==> src/rtl/wb_window_gather.sv <==
// wb_window_gather: pipelined Wishbone gather of a KxK element window
// into a flat register bus, with row-strided addressing and ack watchdog.
module wb_window_gather #(
  parameter int K       = 3,
  parameter int DATA_W  = 16,
  parameter int ADDR_W  = 32,
  parameter int MAX_OUT = 4,
  parameter int TIMEOUT = 255
) (
  input  logic                  CLK,
  input  logic                  rst_n,
  input  logic                  start,
  input  logic                  mode,
  input  logic [ADDR_W-1:0]     base_addr,
  input  logic [ADDR_W-1:0]     stride,
  output logic                  busy,
  output logic                  done,
  output logic                  err,
  output logic [K*K*DATA_W-1:0] window,
  input  logic [31:0]           data_o,
  input  logic                  stall_o,
  input  logic                  sdram_ack,
  output logic                  stb_i,
  output logic                  cyc_i,
  output logic                  we_i,
  output logic [3:0]            sel_i,
  output logic [ADDR_W-1:0]     addr_i,
  output logic [31:0]           data_i
);

  localparam int N  = K * K;
  localparam int CW = $clog2(N + 1);
  localparam int KW = (K > 1) ? $clog2(K) : 1;
  localparam int WW = $clog2(TIMEOUT + 1);
  localparam int NB = (DATA_W + 7) / 8;
  localparam logic [4:0]    SEL  = (5'd1 << NB) - 5'd1;
  localparam logic [CW-1:0] N_C  = CW'(N);
  localparam logic [CW-1:0] LAST = CW'(N - 1);

  typedef enum logic [2:0] {
    S_IDLE, S_REQ, S_WAIT, S_DONE, S_ABORT
  } state_t;

  state_t state_q, state_d;

  logic              mode_q;
  logic [ADDR_W-1:0] stride_q;
  logic [ADDR_W-1:0] row_q, row_d;
  logic [ADDR_W-1:0] addr_q, addr_d;
  logic [KW-1:0]     col_q, col_d;
  logic [CW-1:0]     iss_q, ack_q, outst;
  logic [WW-1:0]     wd_q;
  logic [N-1:0][DATA_W-1:0] win_q;

  logic act, accept, ack_v, quiet;
  logic wd_exp, last_col;
  logic unused;

  assign act    = (state_q == S_REQ) ||
                  (state_q == S_WAIT);
  assign outst  = iss_q - ack_q;
  assign stb_i  = (state_q == S_REQ) &&
                  (iss_q < N_C) &&
                  (int'(outst) < MAX_OUT);
  assign cyc_i  = act;
  assign busy   = act;
  assign done   = (state_q == S_DONE);
  assign err    = (state_q == S_ABORT);
  assign we_i   = 1'b0;
  assign data_i = '0;
  assign sel_i  = SEL[3:0];
  assign addr_i = addr_q;
  assign window = win_q;
  assign unused = ^data_o;

  assign accept = stb_i && !stall_o;
  assign ack_v  = sdram_ack && cyc_i &&
                  (ack_q < iss_q);
  assign quiet  = !accept && !ack_v;
  // wd_q is the number of cycles since the last bus progress
  assign wd_exp = act && quiet &&
                  (outst != '0) &&
                  (wd_q >= WW'(TIMEOUT - 1));
  assign last_col = (col_q == KW'(K - 1));

  always_comb begin
    state_d = state_q;
    unique case (state_q)
      S_IDLE:  if (start) state_d = S_REQ;
      S_REQ: begin
        if (wd_exp)
          state_d = S_ABORT;
        else if (accept && iss_q == LAST)
          state_d = S_WAIT;
      end
      S_WAIT: begin
        if (wd_exp)
          state_d = S_ABORT;
        else if (ack_v && ack_q == LAST)
          state_d = S_DONE;
      end
      S_DONE:  state_d = S_IDLE;
      S_ABORT: state_d = S_IDLE;
      default: state_d = S_IDLE;
    endcase
  end

  always_comb begin
    addr_d = addr_q + ADDR_W'(1);
    row_d  = row_q;
    col_d  = col_q + KW'(1);
    if (last_col) begin
      col_d = '0;
      if (mode_q) begin
        row_d  = row_q + stride_q;
        addr_d = row_q + stride_q;
      end
    end
  end

  always_ff @(posedge CLK or negedge rst_n) begin
    if (!rst_n) begin
      state_q  <= S_IDLE;
      mode_q   <= 1'b0;
      stride_q <= '0;
      row_q    <= '0;
      addr_q   <= '0;
      col_q    <= '0;
      iss_q    <= '0;
      ack_q    <= '0;
      wd_q     <= '0;
    end else begin
      state_q <= state_d;
      if (state_q == S_IDLE && start) begin
        mode_q   <= mode;
        stride_q <= stride;
        row_q    <= base_addr;
        addr_q   <= base_addr;
        col_q    <= '0;
        iss_q    <= '0;
        ack_q    <= '0;
        wd_q     <= '0;
      end
      if (accept) begin
        iss_q  <= iss_q + CW'(1);
        addr_q <= addr_d;
        row_q  <= row_d;
        col_q  <= col_d;
      end
      if (ack_v)
        ack_q <= ack_q + CW'(1);
      if (act) begin
        if (!quiet)
          wd_q <= WW'(1);
        else if (outst != '0)
          wd_q <= wd_q + WW'(1);
      end
    end
  end

  // element 0 lands in the most significant slot
  always_ff @(posedge CLK or negedge rst_n) begin
    if (!rst_n)
      win_q <= '0;
    else if (ack_v)
      win_q[LAST - ack_q] <= data_o[DATA_W-1:0];
  end

endmodule

==> config.mk <==
export PLATFORM = sky130hd
export DESIGN_NAME = wb_window_gather
export DESIGN_NICKNAME = d
export VERILOG_FILES = /design/src/rtl/wb_window_gather.sv
export SDC_FILE = /design/constraint.sdc
export NUM_CORES = 1
export LEC_CHECK = 0
export BUFFER_PORTS_ARGS = -buffer_cell sky130_fd_sc_hd__buf_2
export CAP_MARGIN = 15
export CORE_AREA = 2 2 128 223
export DETAILED_ROUTE_END_ITERATION = 16
export DIE_AREA = 0 0 130 225
export PLACE_DENSITY = 0.74
export SLEW_MARGIN = 20
export SYNTH_ARGS = -nofsm -noshare
export SYNTH_HDL_FRONTEND = slang
export SYNTH_SLANG_ARGS = --single-unit
==> constraint.sdc <==
create_clock -name CLK -period 4.7 [get_ports CLK]
set_clock_uncertainty 0.15 [all_clocks]
set_input_delay 0.235 -clock CLK [delete_from_list [all_inputs] [get_ports CLK]]
set_output_delay 0.235 -clock CLK [all_outputs]
set_load 0.01 [all_outputs]
==> flow_metrics.env, run 1 <==
export IMPL_status="finished, final reports clean"
export IMPL_maxCapViolations=0
export IMPL_numCtsBuffers=25
export IMPL_core_area_um2=27300
export IMPL_fin_area_um2=16800
export IMPL_first_global_vias=11630
export IMPL_finalSetupTns_ns=0
export IMPL_p_leak_nw=8.28
export IMPL_synth_warning_count=0
export IMPL_worstPathRequired_ns=5.00
export IMPL_utilization_pct=61.5
export IMPL_final_seq_area_um2=6560
export IMPL_clockBufferDepth=3
export IMPL_place_area_um2=15100
export IMPL_synth_most_common_cell="dfrtp_1"
export IMPL_drive_gt1_share_pct=29.2
export IMPL_synth_area_leader_cell="dfrtp_1"
export IMPL_detail_route_wirelength_um=38500
export IMPL_die_area_um2=29300
export IMPL_dr_total_vias=11426
export IMPL_dp_hpwl_um=26700
export IMPL_critPathArrivalTime_ns=3.99
export IMPL_ys_top_cells_by_count="262 x dfrtp_1, 209 x nand2_1, 140 x mux2_2, 85 x nor2_1, 72 x a21oi_1"
export IMPL_met3_usage_pct=3.85
export IMPL_gr_usage_met2_pct=48.7
export IMPL_cp_start_kind="flip-flop"
export IMPL_worst_setup_path_type="reg2reg"
export IMPL_num_rows=80
export IMPL_worst_slew_pin_slew_ns=1.06
export IMPL_avgRoutedWirePerCell_um=18.9
export IMPL_cts_root_buf="clkbuf_16"
export IMPL_grt_max_degree=121
export IMPL_gp_congestion=0.914
export IMPL_drt_initial_drc_count=538
export IMPL_setup_ws_ns=1.01
export IMPL_synth_seq_area_share_pct=48.3
export IMPL_die_x_um=130
export IMPL_htree_num_levels=1
export IMPL_rsz0062_at_grt="false"
export IMPL_synth_cell_type_count=78
export IMPL_ir_worst_vdd_mv=0.599
export IMPL_start_util_pct=49.6
export IMPL_grt_antenna_before_repair=0
export IMPL_synthSimpleGateAreaFrac_pct=14.0
export IMPL_use_met1_pct=27.5
export IMPL_grt_busiest_layer="met2"
export IMPL_die_h_um=225
export IMPL_synth_edf_count=0
export IMPL_synthArstFlopShare_pct=100
export IMPL_synthAdderAreaFrac_pct=4.45
export IMPL_synth_compound_area_share_pct=13.0
export IMPL_fmax_mhz=271
export IMPL_cts_tree="built"
export IMPL_finalCritPeriodShare_pct=78.6
export IMPL_grt_pass1_wl_um=59800
export IMPL_cts_clk_slew_worst_paths_ns=0.07
export IMPL_avgSynthCellArea_um2=10.3
export IMPL_synth_top_flop_cell="dfrtp_1"
export IMPL_synth_top_area_share_pct=48.3
export IMPL_syn_to_final_growth_pct=23.8
export IMPL_synthTopCellsByArea="dfrtp_1 48%, mux2_2 12%, nand2_1 5.8%"
export IMPL_final_max_slew_viol_count=0
export IMPL_port_buffer_count=266
export IMPL_power_density_nw_per_um2=733
export IMPL_final_cells=2034
export IMPL_detail_route_antenna_nets=0
export IMPL_fillers=2201
export IMPL_cp_max_fo=17
export IMPL_nets=1795
export IMPL_io_pin_count=320
export IMPL_groute_usage_overall_pct=25.8
export IMPL_multiInputGateArea_um2=6500
export IMPL_dp_cells=1905
export IMPL_period_minus_slack_ns=3.69
export IMPL_setup_viol=0
export IMPL_cts_sinks=262
export IMPL_overflow=0
export IMPL_slew_headroom_pct=29.6
export IMPL_firstDrtPassIters=7
export IMPL_netlist_area_um2=13600
export IMPL_hp_class="in2reg"
export IMPL_drcViolationCount=0
export IMPL_cp_end_kind="flip-flop"
export IMPL_syn_inst=1318
export IMPL_dp_slack_ns=1.03
export IMPL_clk_insertion_delay_late_ns=0.53
export IMPL_via_per_inst=5.62
export IMPL_hold_violations=0
export IMPL_synth_top_family_by_area="simple AND/OR/NAND/NOR gates"
export IMPL_synth_seq_cells=262
export IMPL_synth_xor_area_share_pct=2.71
export IMPL_synth_mux_area_share_pct=12.5
==> layout by cell type (no fill, tap or decap), drive strengths merged, types with 4 or more instances in the layout <==
cell	n
or3	6
xor2	16
dfrtp	262
nand4	10
o21a	11
nor3b	6
nor2b	4
clkbuf	35
nand3	32
mux2	144
a221oi	5
o21ai	55
nor2	87
nand2	210
and2	7
a21oi	75
conb	37
buf	283
inv	22
xnor2	26
a21o	21
bufinv	4
a211oi	17
a211o	5
nand2b	8
o22ai	12
mux2i	8
o211a	4
o31ai	4
clkinv	4
nor3	18
and3	21
dlygate4sd3	83
a31oi	24
ha	45
==> power breakdown <==
group | switching [W] | internal, W
clock network | 0.000886 | 0.00128
registers | 0.000704 | 0.00321
logic | 0.00361 | 0.00263
==> critical path, cell delays in order, from the launching register on <==
cell,delay [ns]
dfrtp_1,0.43
inv_1,0.19
ha_1,0.28
nor2b_1,0.13
o21a_1,0.18
nor3_1,0.45
o2111ai_4,0.41
nor2_1,0.67
buf_4,0.28
a21oi_1,0.07
a21oi_1,0.21
a21oi_1,0.05
o21ai_0,0.09
==> cells by family (layout without fill, tap and decap cells) <==
group	count (synthesis)	count (layout)
AND/OR/NAND/NOR	423	423
AO/OA/AOI/OAI	268	268
flip-flops	262	262
multiplexers	152	152
buffers and inverters	122	432
adder cells (fa/ha/maj)	47	47
XOR/XNOR	42	42
other	2	39
==> sequential cells by signal (all words and copies together) (netlist names), 3 cells and up <==
name / cells
ack_q: 4
addr_i: 32
iss_q: 4
row_q: 32
state_q: 3
stride_q: 32
wd_q: 8
window: 144
==> timing repair <==
item	in CTS	in global routing
endpoints found under the hold margin	358	0
setup buffers	0	0
hold buffers	83	0
gates resized for setup	0	0
==> metal layers <==
layer / part of all wire, % / vias to the layer above
met5: 0 / -
met3: 6.8 / 113
li1: - / 5241
met1: 35 / 5591
met2: 53 / 481
met4: 4.9 / 0
==> metrics by stage <==
step / power [W] / hold slack (ns)
2_1_floorplan: 0.00809 / -0.211
3_3_place_gp: 0.00982 / 0.236
3_5_place_dp: 0.0100 / 0.247
4_1_cts: 0.0123 / 0.0206
5_1_grt: 0.0132 / 0.0721
6_report: 0.0123 / 0.0627
==> area by class of cell <==
cell class / instances / area share (%)
diodes: 2 / 0.0298
clock buffers: 35 / 4.25
clock inverters: 9 / 0.939
inverters: 22 / 0.492
multi-input cells: 969 / 38.7
flip-flops and latches: 262 / 39.0
well taps: 369 / 2.75
repair buffers: 366 / 13.8
==> worst paths after layout <==
path                               end  cells after the start  slack (ns)       start
setup reg to reg            addr_i[23]                     12        1.01    ack_q[1]
max in group asynchronous   window[15]                      3        3.01       rst_n
min in group asynchronous  window[101]                      2        0.23       rst_n
hold / removal                ack_q[1]                      5        0.06   sdram_ack
setup / recovery            addr_i[23]                     12        1.01    ack_q[1]
hold reg to reg             window[77]                      1        0.33  window[77]
(Power assumes the default switching activity.)
==> run 2, diff against run 1 <==
--- a/config.mk
+++ b/config.mk
@@ -7,10 +7,10 @@
 export LEC_CHECK = 0
 export BUFFER_PORTS_ARGS = -buffer_cell sky130_fd_sc_hd__buf_2
 export CAP_MARGIN = 15
-export CORE_AREA = 2 2 128 223
+export CORE_AREA = 2 2 129 226
 export DETAILED_ROUTE_END_ITERATION = 16
-export DIE_AREA = 0 0 130 225
-export PLACE_DENSITY = 0.74
+export DIE_AREA = 0 0 131 228
+export PLACE_DENSITY = 0.76
 export SLEW_MARGIN = 20
 export SYNTH_ARGS = -nofsm -noshare
 export SYNTH_HDL_FRONTEND = slang
==> constraint.sdc (replaced) <==
create_clock -name CLK -period 3.1 [get_ports CLK]
set_clock_uncertainty 0.15 [all_clocks]
set_input_delay 0.155 -clock CLK [delete_from_list [all_inputs] [get_ports CLK]]
set_output_delay 0.155 -clock CLK [all_outputs]
set_load 0.01 [all_outputs]
==> run 2 against run 1 <==
Count of clock-buffer cells in the layout is 4 lower. Global-route usage is 0.18 points higher. Clock power is 52% higher. Final area is 2.9% higher. Wire length is 2.4% higher. Worst hold slack worse by 0.028 ns. Die area is 2.1% higher. Total power is 57% higher. Sequential power is 51% higher.
==> flow_metrics.env, run 2 (same netlist as run 1, synthesis figures left out) <==
export IMPL_critPathBufInv=0
export IMPL_finalCritPeriodShare_pct=97.2
export IMPL_groute_usage_overall_pct=26.0
export IMPL_grt_max_degree=86
export IMPL_cts_root_buf="clkbuf_16"
export IMPL_overflow=0
export IMPL_die_h_um=228
export IMPL_drive_gt1_share_pct=32.4
export IMPL_grt_antenna_before_repair=1
export IMPL_drcViolationCount=0
export IMPL_maxCapViolations=0
export IMPL_firstDrtPassIters=5
export IMPL_critPathSlowestCell="o311a_4"
export IMPL_period_minus_slack_ns=3.01
export IMPL_holdPathStages=5
export IMPL_multiInputGateArea_um2=6590
export IMPL_setup_viol=0
export IMPL_io_pin_count=320
export IMPL_hp_class="in2reg"
export IMPL_cts_tree="built"
export IMPL_via_per_inst=5.56
export IMPL_die_x_um=131
export IMPL_first_global_vias=11950
export IMPL_critPathArrivalTime_ns=3.28
export IMPL_dr_total_vias=11588
export IMPL_hold_violations=0
export IMPL_p_sw_w=0.00812
export IMPL_port_buffer_count=266
export IMPL_p_leak_nw=8.52
export IMPL_crit_family="compound AO/OA/AOI/OAI gates"
export IMPL_p_clk_share_pct=17.1
export IMPL_worst_slew_pin_slew_ns=0.766
export IMPL_min_to="state_q[0]"
export IMPL_num_rows=82
export IMPL_ff2ff_path_depth=9
export IMPL_utilization_pct=61.2
export IMPL_path_cells="ha_1 -> a21o_1 -> a311oi_2 -> a211o_1 -> a21oi_2 -> a41oi_2 -> o311a_4 -> xnor2_1 -> a221o_1"
export IMPL_largest_reg_flops=144
export IMPL_nets=1836
export IMPL_layout_commonest_cell="buf_2"
export IMPL_numCtsBuffers=25
export IMPL_slew_headroom_pct=48.9
export IMPL_fillers=2239
export IMPL_r2r_end="addr_i[31]"
export IMPL_antenna_cells=0
export IMPL_core_area_um2=28200
export IMPL_htree_num_levels=1
export IMPL_cp_end_kind="flip-flop"
export IMPL_slowest_delay_ns=0.42
export IMPL_total_power_w=0.0193
export IMPL_power_density_nw_per_um2=1120
export IMPL_cts_clk_slew_worst_paths_ns=0.07
export IMPL_clockBufferDepth=3
export IMPL_syn_to_final_growth_pct=27.3
export IMPL_worstPathRequired_ns=3.36
export IMPL_whs_ns=0.0351
export IMPL_fmax_mhz=332
export IMPL_pwr_share_seq_pct=30.7
export IMPL_cp_max_fo=6
export IMPL_cp_start_kind="flip-flop"
export IMPL_cts_sinks=262
export IMPL_final_cell_mix="265 x buf_2, 261 x dfrtp_1, 207 x nand2_1"
export IMPL_die_area_um2=29900
export IMPL_power_share_combinational_pct=52.2
export IMPL_gp_congestion=0.941
export IMPL_clk_insertion_delay_late_ns=0.53
export IMPL_start_util_pct=48.1
export IMPL_final_max_slew_viol_count=0
export IMPL_final_seq_area_um2=6560
export IMPL_dp_hpwl_um=27600
export IMPL_detail_route_wirelength_um=39400
export IMPL_r2r_setup_slack_ns=0.09
export IMPL_status="finished, final reports clean"
export IMPL_drt_initial_drc_count=595
export IMPL_hp_start="sdram_ack"
export IMPL_worst_setup_path_type="reg2reg"
export IMPL_ir_worst_vdd_mv=0.696
export IMPL_p_int_w=0.0112
export IMPL_grt_pass1_wl_um=61600
export IMPL_detail_route_antenna_nets=0
export IMPL_avgRoutedWirePerCell_um=18.9
export IMPL_r2r_start="stride_q[6]"
export IMPL_p_sw_share_pct=42.0
run 2: worst reg2reg max path: stages (launching register included):
cell and delay, ns:
dfrtp_1 0.39, ha_1 0.39, a21o_1 0.19, a311oi_2 0.13, a211o_1 0.40, a21oi_2 0.22
a41oi_2 0.19, o311a_4 0.42, xnor2_1 0.13, a221o_1 0.31
run 2: final cells by class:
type                    count  share of cell area [%]
clock buffers              31                    3.93
clock inverters            14                    1.20
inverters                  22                   0.478
multi-input cells         969                    38.1
flip-flops and latches    262                    38.0
well taps                 378                    2.74
repair buffers            407                    15.6
run 2: how the worst max path moves through the flow:
stage / slack, ns / from / to / cells after the start
4_1_cts: 0.0006 / stride_q[0] / addr_i[22] / 12
2_1_floorplan: 0.32 / stride_q[8] / addr_i[31] / 11
5_1_grt: -0.0003 / stride_q[3] / addr_i[31] / 10
3_3_place_gp: 0.06 / stride_q[0] / row_q[22] / 12
3_5_place_dp: 0.009 / iss_q[0] / window[3] / 9
6_report: 0.09 / stride_q[6] / addr_i[31] / 9
run 2: what timing repair did:
action | 4_1_cts | 5_1_grt
cloned | 0 | 0
endpoints found under the setup margin | 15 | 85
pin swaps | 0 | 7
buffers inserted | 0 | 6
hold buffers | 84 | 0
hold endpoints to repair | 362 | 0
resized for setup | 5 | 25
run 2: through the flow:
step	setup slack (ns)	cell area [um^2]	cells	setup TNS (ns)
2_1_floorplan	0.325	13700	1353	0
6_report	0.0859	17300	2083	0
3_3_place_gp	0.0606	15400	1948	0
5_1_grt	-0.000308	17300	2083	-0.000308
4_1_cts	0.000645	17100	2077	0
3_5_place_dp	0.00941	15400	1948	0
run 2: power groups by stage:
stage | logic [W] | registers (W) | clock network (W)
final | 0.0101 | 0.00593 | 0.00330
after global routing | 0.0111 | 0.00612 | 0.00350
after CTS | 0.00978 | 0.00590 | 0.00337
after detailed placement | 0.00960 | 0.00595 | 0
after global placement | 0.00939 | 0.00587 | 0
after floorplan | 0.00607 | 0.00620 | 0
run 2: metal layers:
layer  global-route usage [%]  wire length, um
met5                        0               14
met4                     13.3             2070
met3                     4.15             2480
met2                     48.0            21100
met1                     27.7            13800
